`src/rtl/gdp_max_pkg.sv`:
```
// -----------------------------------------------------------------------------
// gdp_max_pkg
// Definitions shared by the Gaussian scoring stages:
//   num              - 16-bit signed fixed-point score, DECIMAL_POSITION
//                      fractional bits. The upstream Gaussian stage and
//                      gdp_max both import this type.
//   DECIMAL_POSITION - number of fractional bits in num.
//   acc_state_e      - state encoding of the gdp_max frame accumulator.
//   num_gt           - signed strict greater-than on two num values.
// -----------------------------------------------------------------------------
package gdp_max_pkg;

    localparam int NUM_W            = 16;
    localparam int DECIMAL_POSITION = 11;

    typedef logic signed [NUM_W-1:0] num;

    typedef enum logic [0:0] {
        ST_IDLE  = 1'b0,
        ST_ACCUM = 1'b1
    } acc_state_e;

    // Strict comparison: an equal score must not replace the stored one,
    // so that ties keep the earlier index.
    function automatic logic num_gt(input num a, input num b);
        return (a > b);
    endfunction

endpackage

```
`src/rtl/gdp_max_if.sv`:
```
// -----------------------------------------------------------------------------
// gdp_max_if
// Bundles the score stream coming in and the frame result going out of
// gdp_max.
//   Inputs to gdp_max : data_ready, ln_p, frame_start, frame_end, score_ack
//   Outputs of gdp_max: best_score, best_index, score_valid, overflow, seq_err
// Modports:
//   slave  - gdp_max side
//   master - producer/consumer side (upstream stage, result consumer, bench)
//
// Handshake: the incoming stream has no backpressure; every cycle with
// data_ready=1 carries one ln_p, and frame_start/frame_end only mean anything
// on such cycles. A result is transferred on a cycle where
// score_valid && score_ack; while score_valid=1 the result fields are stable.
// -----------------------------------------------------------------------------
interface gdp_max_if
    import gdp_max_pkg::*;
#(
    parameter int IDX_W = 6
);

    logic             data_ready;
    num               ln_p;
    logic             frame_start;
    logic             frame_end;
    num               best_score;
    logic [IDX_W-1:0] best_index;
    logic             score_valid;
    logic             score_ack;
    logic             overflow;
    logic             seq_err;

    modport slave (
        input  data_ready,
        input  ln_p,
        input  frame_start,
        input  frame_end,
        input  score_ack,
        output best_score,
        output best_index,
        output score_valid,
        output overflow,
        output seq_err
    );

    modport master (
        output data_ready,
        output ln_p,
        output frame_start,
        output frame_end,
        output score_ack,
        input  best_score,
        input  best_index,
        input  score_valid,
        input  overflow,
        input  seq_err
    );

endinterface

```
`src/rtl/gdp_max.sv`:
```
// -----------------------------------------------------------------------------
// gdp_max
// Finds the largest Gaussian log-probability of each frame and the 0-based
// arrival position of that score within the frame.
//
// Parameters:
//   MAX_GAUSS - maximum number of scores per frame
//   IDX_W     - index width, 2**IDX_W >= MAX_GAUSS; must equal the IDX_W of
//               the connected gdp_max_if
// Ports:
//   clk       - clock, rising edge
//   nreset    - asynchronous active-low reset (release synchronised outside)
//   bus       - gdp_max_if.slave: score stream in, frame result out
//   dbg_state - current accumulator FSM state
//
// Structure: a two-state accumulator (IDLE/ACCUM) builds the running maximum
// of the current frame; a separate output register holds the last completed
// result, so a new frame can be accumulated while the previous result waits
// for its consumer. A result that completes while the output register is
// still occupied and not being acknowledged is dropped and flagged.
// -----------------------------------------------------------------------------
module gdp_max
    import gdp_max_pkg::*;
#(
    parameter int MAX_GAUSS = 64,
    parameter int IDX_W     = 6
) (
    input  logic        clk,
    input  logic        nreset,
    gdp_max_if.slave    bus,
    output acc_state_e  dbg_state
);

    // count must be able to hold MAX_GAUSS itself, hence one extra bit.
    localparam int                 CNT_W    = IDX_W + 1;
    localparam logic [CNT_W-1:0]   CNT_MAX  = CNT_W'(MAX_GAUSS);
    localparam logic [IDX_W-1:0]   IDX_LAST = IDX_W'(MAX_GAUSS - 1);

    // Accumulator state
    acc_state_e       state_q, state_d;
    logic [CNT_W-1:0] count_q, count_d;
    num               acc_best_q, acc_best_d;
    logic [IDX_W-1:0] acc_idx_q, acc_idx_d;

    // Completion strobe and the result it carries
    logic             done;
    num               done_score;
    logic [IDX_W-1:0] done_idx;
    logic             seq_set;

    // Output register
    num               best_score_q;
    logic [IDX_W-1:0] best_index_q;
    logic             score_valid_q;
    logic             overflow_q;
    logic             seq_err_q;

    // -------------------------------------------------------------------------
    // Accumulator FSM: state register
    // -------------------------------------------------------------------------
    always_ff @(posedge clk or negedge nreset) begin
        if (!nreset) begin
            state_q    <= ST_IDLE;
            count_q    <= '0;
            acc_best_q <= '0;
            acc_idx_q  <= '0;
        end else begin
            state_q    <= state_d;
            count_q    <= count_d;
            acc_best_q <= acc_best_d;
            acc_idx_q  <= acc_idx_d;
        end
    end

    // -------------------------------------------------------------------------
    // Accumulator FSM: next state and compare/update
    // -------------------------------------------------------------------------
    always_comb begin
        state_d    = state_q;
        count_d    = count_q;
        acc_best_d = acc_best_q;
        acc_idx_d  = acc_idx_q;
        done       = 1'b0;
        done_score = acc_best_q;
        done_idx   = acc_idx_q;
        seq_set    = 1'b0;

        if (bus.data_ready) begin
            if (bus.frame_start) begin
                // A start always opens a fresh frame; inside a frame it is a
                // protocol error and the partial frame is thrown away.
                if (state_q == ST_ACCUM) begin
                    seq_set = 1'b1;
                end
                acc_best_d = bus.ln_p;
                acc_idx_d  = '0;
                count_d    = CNT_W'(1);
                if (bus.frame_end) begin
                    done       = 1'b1;
                    done_score = bus.ln_p;
                    done_idx   = '0;
                    state_d    = ST_IDLE;
                end else begin
                    state_d    = ST_ACCUM;
                end
            end else begin
                unique case (state_q)
                    ST_IDLE: begin
                        // Data outside a frame is dropped.
                        seq_set = 1'b1;
                    end
                    ST_ACCUM: begin
                        if (count_q == CNT_MAX) begin
                            // Frame is full: extra samples are discarded,
                            // but the closing sample still competes. Its
                            // position does not fit the index, so it is
                            // reported in the last slot.
                            if (bus.frame_end) begin
                                done    = 1'b1;
                                state_d = ST_IDLE;
                                if (num_gt(bus.ln_p, acc_best_q)) begin
                                    done_score = bus.ln_p;
                                    done_idx   = IDX_LAST;
                                end
                            end else begin
                                seq_set = 1'b1;
                            end
                        end else begin
                            if (num_gt(bus.ln_p, acc_best_q)) begin
                                acc_best_d = bus.ln_p;
                                acc_idx_d  = count_q[IDX_W-1:0];
                            end
                            count_d = count_q + CNT_W'(1);
                            if (bus.frame_end) begin
                                done       = 1'b1;
                                done_score = acc_best_d;
                                done_idx   = acc_idx_d;
                                state_d    = ST_IDLE;
                            end
                        end
                    end
                    default: begin
                        state_d = ST_IDLE;
                    end
                endcase
            end
        end
    end

    // -------------------------------------------------------------------------
    // Output register and sticky flags
    // -------------------------------------------------------------------------
    always_ff @(posedge clk or negedge nreset) begin
        if (!nreset) begin
            best_score_q  <= '0;
            best_index_q  <= '0;
            score_valid_q <= 1'b0;
            overflow_q    <= 1'b0;
            seq_err_q     <= 1'b0;
        end else begin
            if (done) begin
                // The slot is free if empty or being drained this same edge.
                if (!score_valid_q || bus.score_ack) begin
                    best_score_q  <= done_score;
                    best_index_q  <= done_idx;
                    score_valid_q <= 1'b1;
                end else begin
                    overflow_q    <= 1'b1;
                end
            end else if (score_valid_q && bus.score_ack) begin
                score_valid_q <= 1'b0;
            end
            if (seq_set) begin
                seq_err_q <= 1'b1;
            end
        end
    end

    assign bus.best_score  = best_score_q;
    assign bus.best_index  = best_index_q;
    assign bus.score_valid = score_valid_q;
    assign bus.overflow    = overflow_q;
    assign bus.seq_err     = seq_err_q;
    assign dbg_state       = state_q;

endmodule

```
`src/flat_wrapper.sv`:
```
// flat-port wrapper written by rule: the top's interface ports become plain ports
module gdp_max_flat import gdp_max_pkg::*;
#(
    parameter int MAX_GAUSS = 64,
    parameter int IDX_W     = 6
)
  (clk, nreset, dbg_state, bus_data_ready, bus_ln_p, bus_frame_start, bus_frame_end, bus_score_ack, bus_best_score, bus_best_index, bus_score_valid, bus_overflow, bus_seq_err);
  gdp_max_if #(.IDX_W(IDX_W)) bus_i ();
  input  logic clk;
  input  logic nreset;
  output acc_state_e dbg_state;
  input wire logic [$bits(bus_i.data_ready)-1:0] bus_data_ready;
  input wire logic [$bits(bus_i.ln_p)-1:0] bus_ln_p;
  input wire logic [$bits(bus_i.frame_start)-1:0] bus_frame_start;
  input wire logic [$bits(bus_i.frame_end)-1:0] bus_frame_end;
  input wire logic [$bits(bus_i.score_ack)-1:0] bus_score_ack;
  output wire logic [$bits(bus_i.best_score)-1:0] bus_best_score;
  output wire logic [$bits(bus_i.best_index)-1:0] bus_best_index;
  output wire logic [$bits(bus_i.score_valid)-1:0] bus_score_valid;
  output wire logic [$bits(bus_i.overflow)-1:0] bus_overflow;
  output wire logic [$bits(bus_i.seq_err)-1:0] bus_seq_err;
  assign bus_i.data_ready = bus_data_ready;
  assign bus_i.ln_p = bus_ln_p;
  assign bus_i.frame_start = bus_frame_start;
  assign bus_i.frame_end = bus_frame_end;
  assign bus_i.score_ack = bus_score_ack;
  assign bus_best_score = bus_i.best_score;
  assign bus_best_index = bus_i.best_index;
  assign bus_score_valid = bus_i.score_valid;
  assign bus_overflow = bus_i.overflow;
  assign bus_seq_err = bus_i.seq_err;
  gdp_max #(.MAX_GAUSS(MAX_GAUSS), .IDX_W(IDX_W)) u_core (.clk(clk), .nreset(nreset), .bus(bus_i), .dbg_state(dbg_state));
endmodule
```
`config.mk`:
```
export PLATFORM = sky130hd
export DESIGN_NAME = gdp_max_flat
export DESIGN_NICKNAME = d
export VERILOG_FILES = /design/src/rtl/gdp_max_pkg.sv /design/src/rtl/gdp_max_if.sv /design/src/rtl/gdp_max.sv /design/src/flat_wrapper.sv
export SDC_FILE = /design/constraint.sdc
export NUM_CORES = 1
export LEC_CHECK = 0
export BUFFER_PORTS_ARGS = -buffer_cell sky130_fd_sc_hd__clkbuf_2
export CORE_ASPECT_RATIO = 1.1
export CORE_MARGIN = 1.5
export CORE_UTILIZATION = 55
export DETAILED_ROUTE_END_ITERATION = 7
export PLACE_DENSITY = 0.82
export SLEW_MARGIN = 25
export SYNTH_ARGS = -nofsm -noshare
export SYNTH_HDL_FRONTEND = slang
export SYNTH_SLANG_ARGS = --single-unit
```
`constraint.sdc`:
```
create_clock -name clk -period 4.7 [get_ports clk]
set_clock_uncertainty 0.05 [all_clocks]
set_input_delay 0.94 -clock clk [delete_from_list [all_inputs] [get_ports clk]]
set_output_delay 0.94 -clock clk [all_outputs]
set_load 0.02 [all_outputs]
```
==> flow_summary.json <==
{
  "p_int_uw": 877,
  "whs_ns": 0.424,
  "slowest_stage": "mux2_2",
  "layout_setup_ws_ns": 1.43,
  "grt_pass1_wl_microns": 9230,
  "worstPathArrival_ns": 3.41,
  "design_area_sq_um": 3240,
  "grt_pass1_vias": 2103,
  "routed_via_density": 5.68,
  "gp_congestion": 0.926,
  "async_flop_share_pct": 100,
  "firstDrtPassIters": 8,
  "crit_family": "compound AO/OA/AOI/OAI gates",
  "cts_root_buf": "clkbuf_8",
  "total_power_mw": 1.33,
  "ys.flop_type": "dfrtp_1",
  "ant_nets": 0,
  "grtUsageTotal_pct": 20.6,
  "start_util_pct": 56.9,
  "htreeDepth": 2,
  "switching_share_pct": 34.0,
  "setup_viol": 0,
  "antenna_found_initial": 0,
  "area_delta_synth_final_pct": 13.8,
  "ctsResizeCount": 0,
  "maxSlewHeadroom_pct": 54.4,
  "syn_inst": 268,
  "synth.most_common_cell": "dfrtp_1",
  "violations": "design-rule violations",
  "instances_no_fill": 373,
  "place_area_sq_um": 3130,
  "fin_nets": 354,
  "path_cells": "clkbuf_2, ha_1, nand4_2, nor4_2, a21bo_1, a21oi_1, nor3_2, a31oi_2, buf_4, mux2_2",
  "critical-path-max-stage-delay_ns": 0.38,
  "die_area_sq_um": 5610,
  "yosys.cell_types.count": 43,
  "clock-sinks": 55,
  "rsz0062_at_grt": "false",
  "dp_hpwl_microns": 3870,
  "yosys-top-cells-area": "dfrtp_1, ha_1, a21oi_1",
  "die_w_microns": 71.6,
  "synth.largest_area_cell": "dfrtp_1",
  "yosys_register_bits": 55,
  "crit_required_ns": 4.84,
  "port_buffers": 47,
  "layout_min_cycle_time_ns": 3.27,
  "dp_cells": 365,
  "netlist.area_leader.share_pct": 48.4,
  "cap_violations": 0,
  "crit_path_end_kind": "flip-flop",
  "num_vias": 2119,
  "clk_pin_slew_worst_paths_ns": 0.09,
  "grt_max_degree": 56,
  "r2r_slack_ns": 1.73,
  "cp_max_fo": 22,
  "clkPwrFrac_pct": 21.1,
  "path_buf_inv": 2,
  "avgSynthCellArea_sq_um": 10.6,
  "sequentialPowerShare_pct": 47.0,
  "utilization_pct": 64.8,
  "p_leak_nw": 1.55,
  "numCtsBuffers": 5,
  "die_y_microns": 78.4,
  "tritoncts": "done",
  "clockBufferDepth": 2,
  "netlist_area_sq_um": 2850,
  "totalWireLength_microns": 5370,
  "p_per_area_nw_per_um2": 410,
  "max_freq_mhz": 306,
  "peakVddDrop_mv": 0.171,
  "synth_edf_count": 0,
  "drtIter0Drc": 147,
  "place_ws_ns": 1.10,
  "outcome": "finished, violations left",
  "ioPinCount": 48,
  "diodes": 0,
  "postCtsSetupRepairBufs": 0,
  "drt-wirelength-per-cell_microns": 14.4,
  "rows": 27,
  "ys_seq_area_share_pct": 48.4,
  "ctsHoldBuffers": 0,
  "hold_violations": 0,
  "setup_tns_ns": 0,
  "synth_commonest_cells": "dfrtp_1, a21oi_1, nor2_1",
  "finalCritPeriodShare_pct": 69.6,
  "worstSkewPairLatency_ns": 0.30,
  "grt_overflow": 0,
  "synth_nets": 308,
  "switchingPower_uw": 452,
  "layout-drive-gt1-share_pct": 24.8,
  "critPathKind": "primary input to flip-flop",
  "min_path_type": "flip-flop to flip-flop",
  "drc": 3,
  "core-area_sq_um": 5000,
  "critPathLaunchType": "primary input",
  "comb_power_share_pct": 31.9,
  "ys_warn_count": 0,
  "report.final.slew_viol_count": 0,
  "worst_pin_slew_ns": 0.683
}
==> sequential cells by signal (all words and copies together), names as in the netlist <==
| signal | count |
|---|---|
| u_core.acc_idx_q | 6 |
| u_core.bus.score_valid | 1 |
| u_core.count_q | 7 |
| u_core.bus.seq_err | 1 |
| u_core.bus.best_score | 16 |
| u_core.dbg_state | 1 |
| u_core.bus.best_index | 6 |
| u_core.bus.overflow | 1 |
| u_core.acc_best_q | 16 |
==> placed cells by master (no fill, tap or decap), types with 6 or more instances in the layout <==
cell type / synthesis / routed
mux2i_1: 16 / 16
mux2_2: 14 / 14
dfrtp_1: 55 / 55
nor2_1: 24 / 24
o21ai_0: 7 / 7
clkbuf_8: 0 / 7
inv_1: 20 / 20
clkbuf_2: 0 / 47
a21oi_1: 32 / 32
a22oi_1: 8 / 8
a22o_1: 6 / 6
nand2_1: 14 / 14
ha_1: 18 / 18
==> metal layers <==
metal  track usage (%)  vias to the layer above  routed length, microns
met1              25.7                     1021                    2300
met4              5.47                        0                      67
met5                 0                        -                       0
met3              3.85                        7                     206
met2              36.4                       49                    2790
li1                  -                     1042                       -
==> cells by family (layout without fill, tap and decap cells) <==
kind of cell	count (synthesis)	count (layout)	share of synthesized area, %
compound gates	66	66	15.0
xor+xnor	3	3	0.924
fa+ha+maj	18	18	7.92
buf+inv	31	78	4.44
flops	55	55	48.4
mux	32	32	12.0
simple gates	63	63	11.3
==> power by group through the flow <==
stage	logic (mW)	registers, mW	clock network, mW
after global placement	0.414	0.631	0
after CTS	0.429	0.624	0.286
after detailed placement	0.425	0.634	0
after global routing	0.475	0.640	0.304
final	0.424	0.625	0.280
after floorplan	0.244	0.684	0
==> worst paths after layout <==
path | startpoint | endpoint | depth (start not counted)
setup / recovery | bus_ln_p[15] | u_core.acc_best_q[2] | 10
hold / removal | u_core.bus.seq_err | u_core.bus.seq_err | 1
setup reg to reg | u_core.acc_best_q[15] | u_core.acc_best_q[2] | 10
hold reg to reg | u_core.bus.seq_err | u_core.bus.seq_err | 1
max in group asynchronous | nreset | u_core.count_q[2] | 2
min in group asynchronous | nreset | u_core.bus.best_score[8] | 2
==> final cells by class <==
type	count	area, sq um
Clock buffer	8	100
Fill cell	404	1760
Inverter	20	75.1
Multi-Input combinational cell	182	1360
Sequential cell	55	1380
Tap cell	58	72.6
Timing Repair Buffer	50	258
Note: power is estimated with default switching activity, not from simulation.
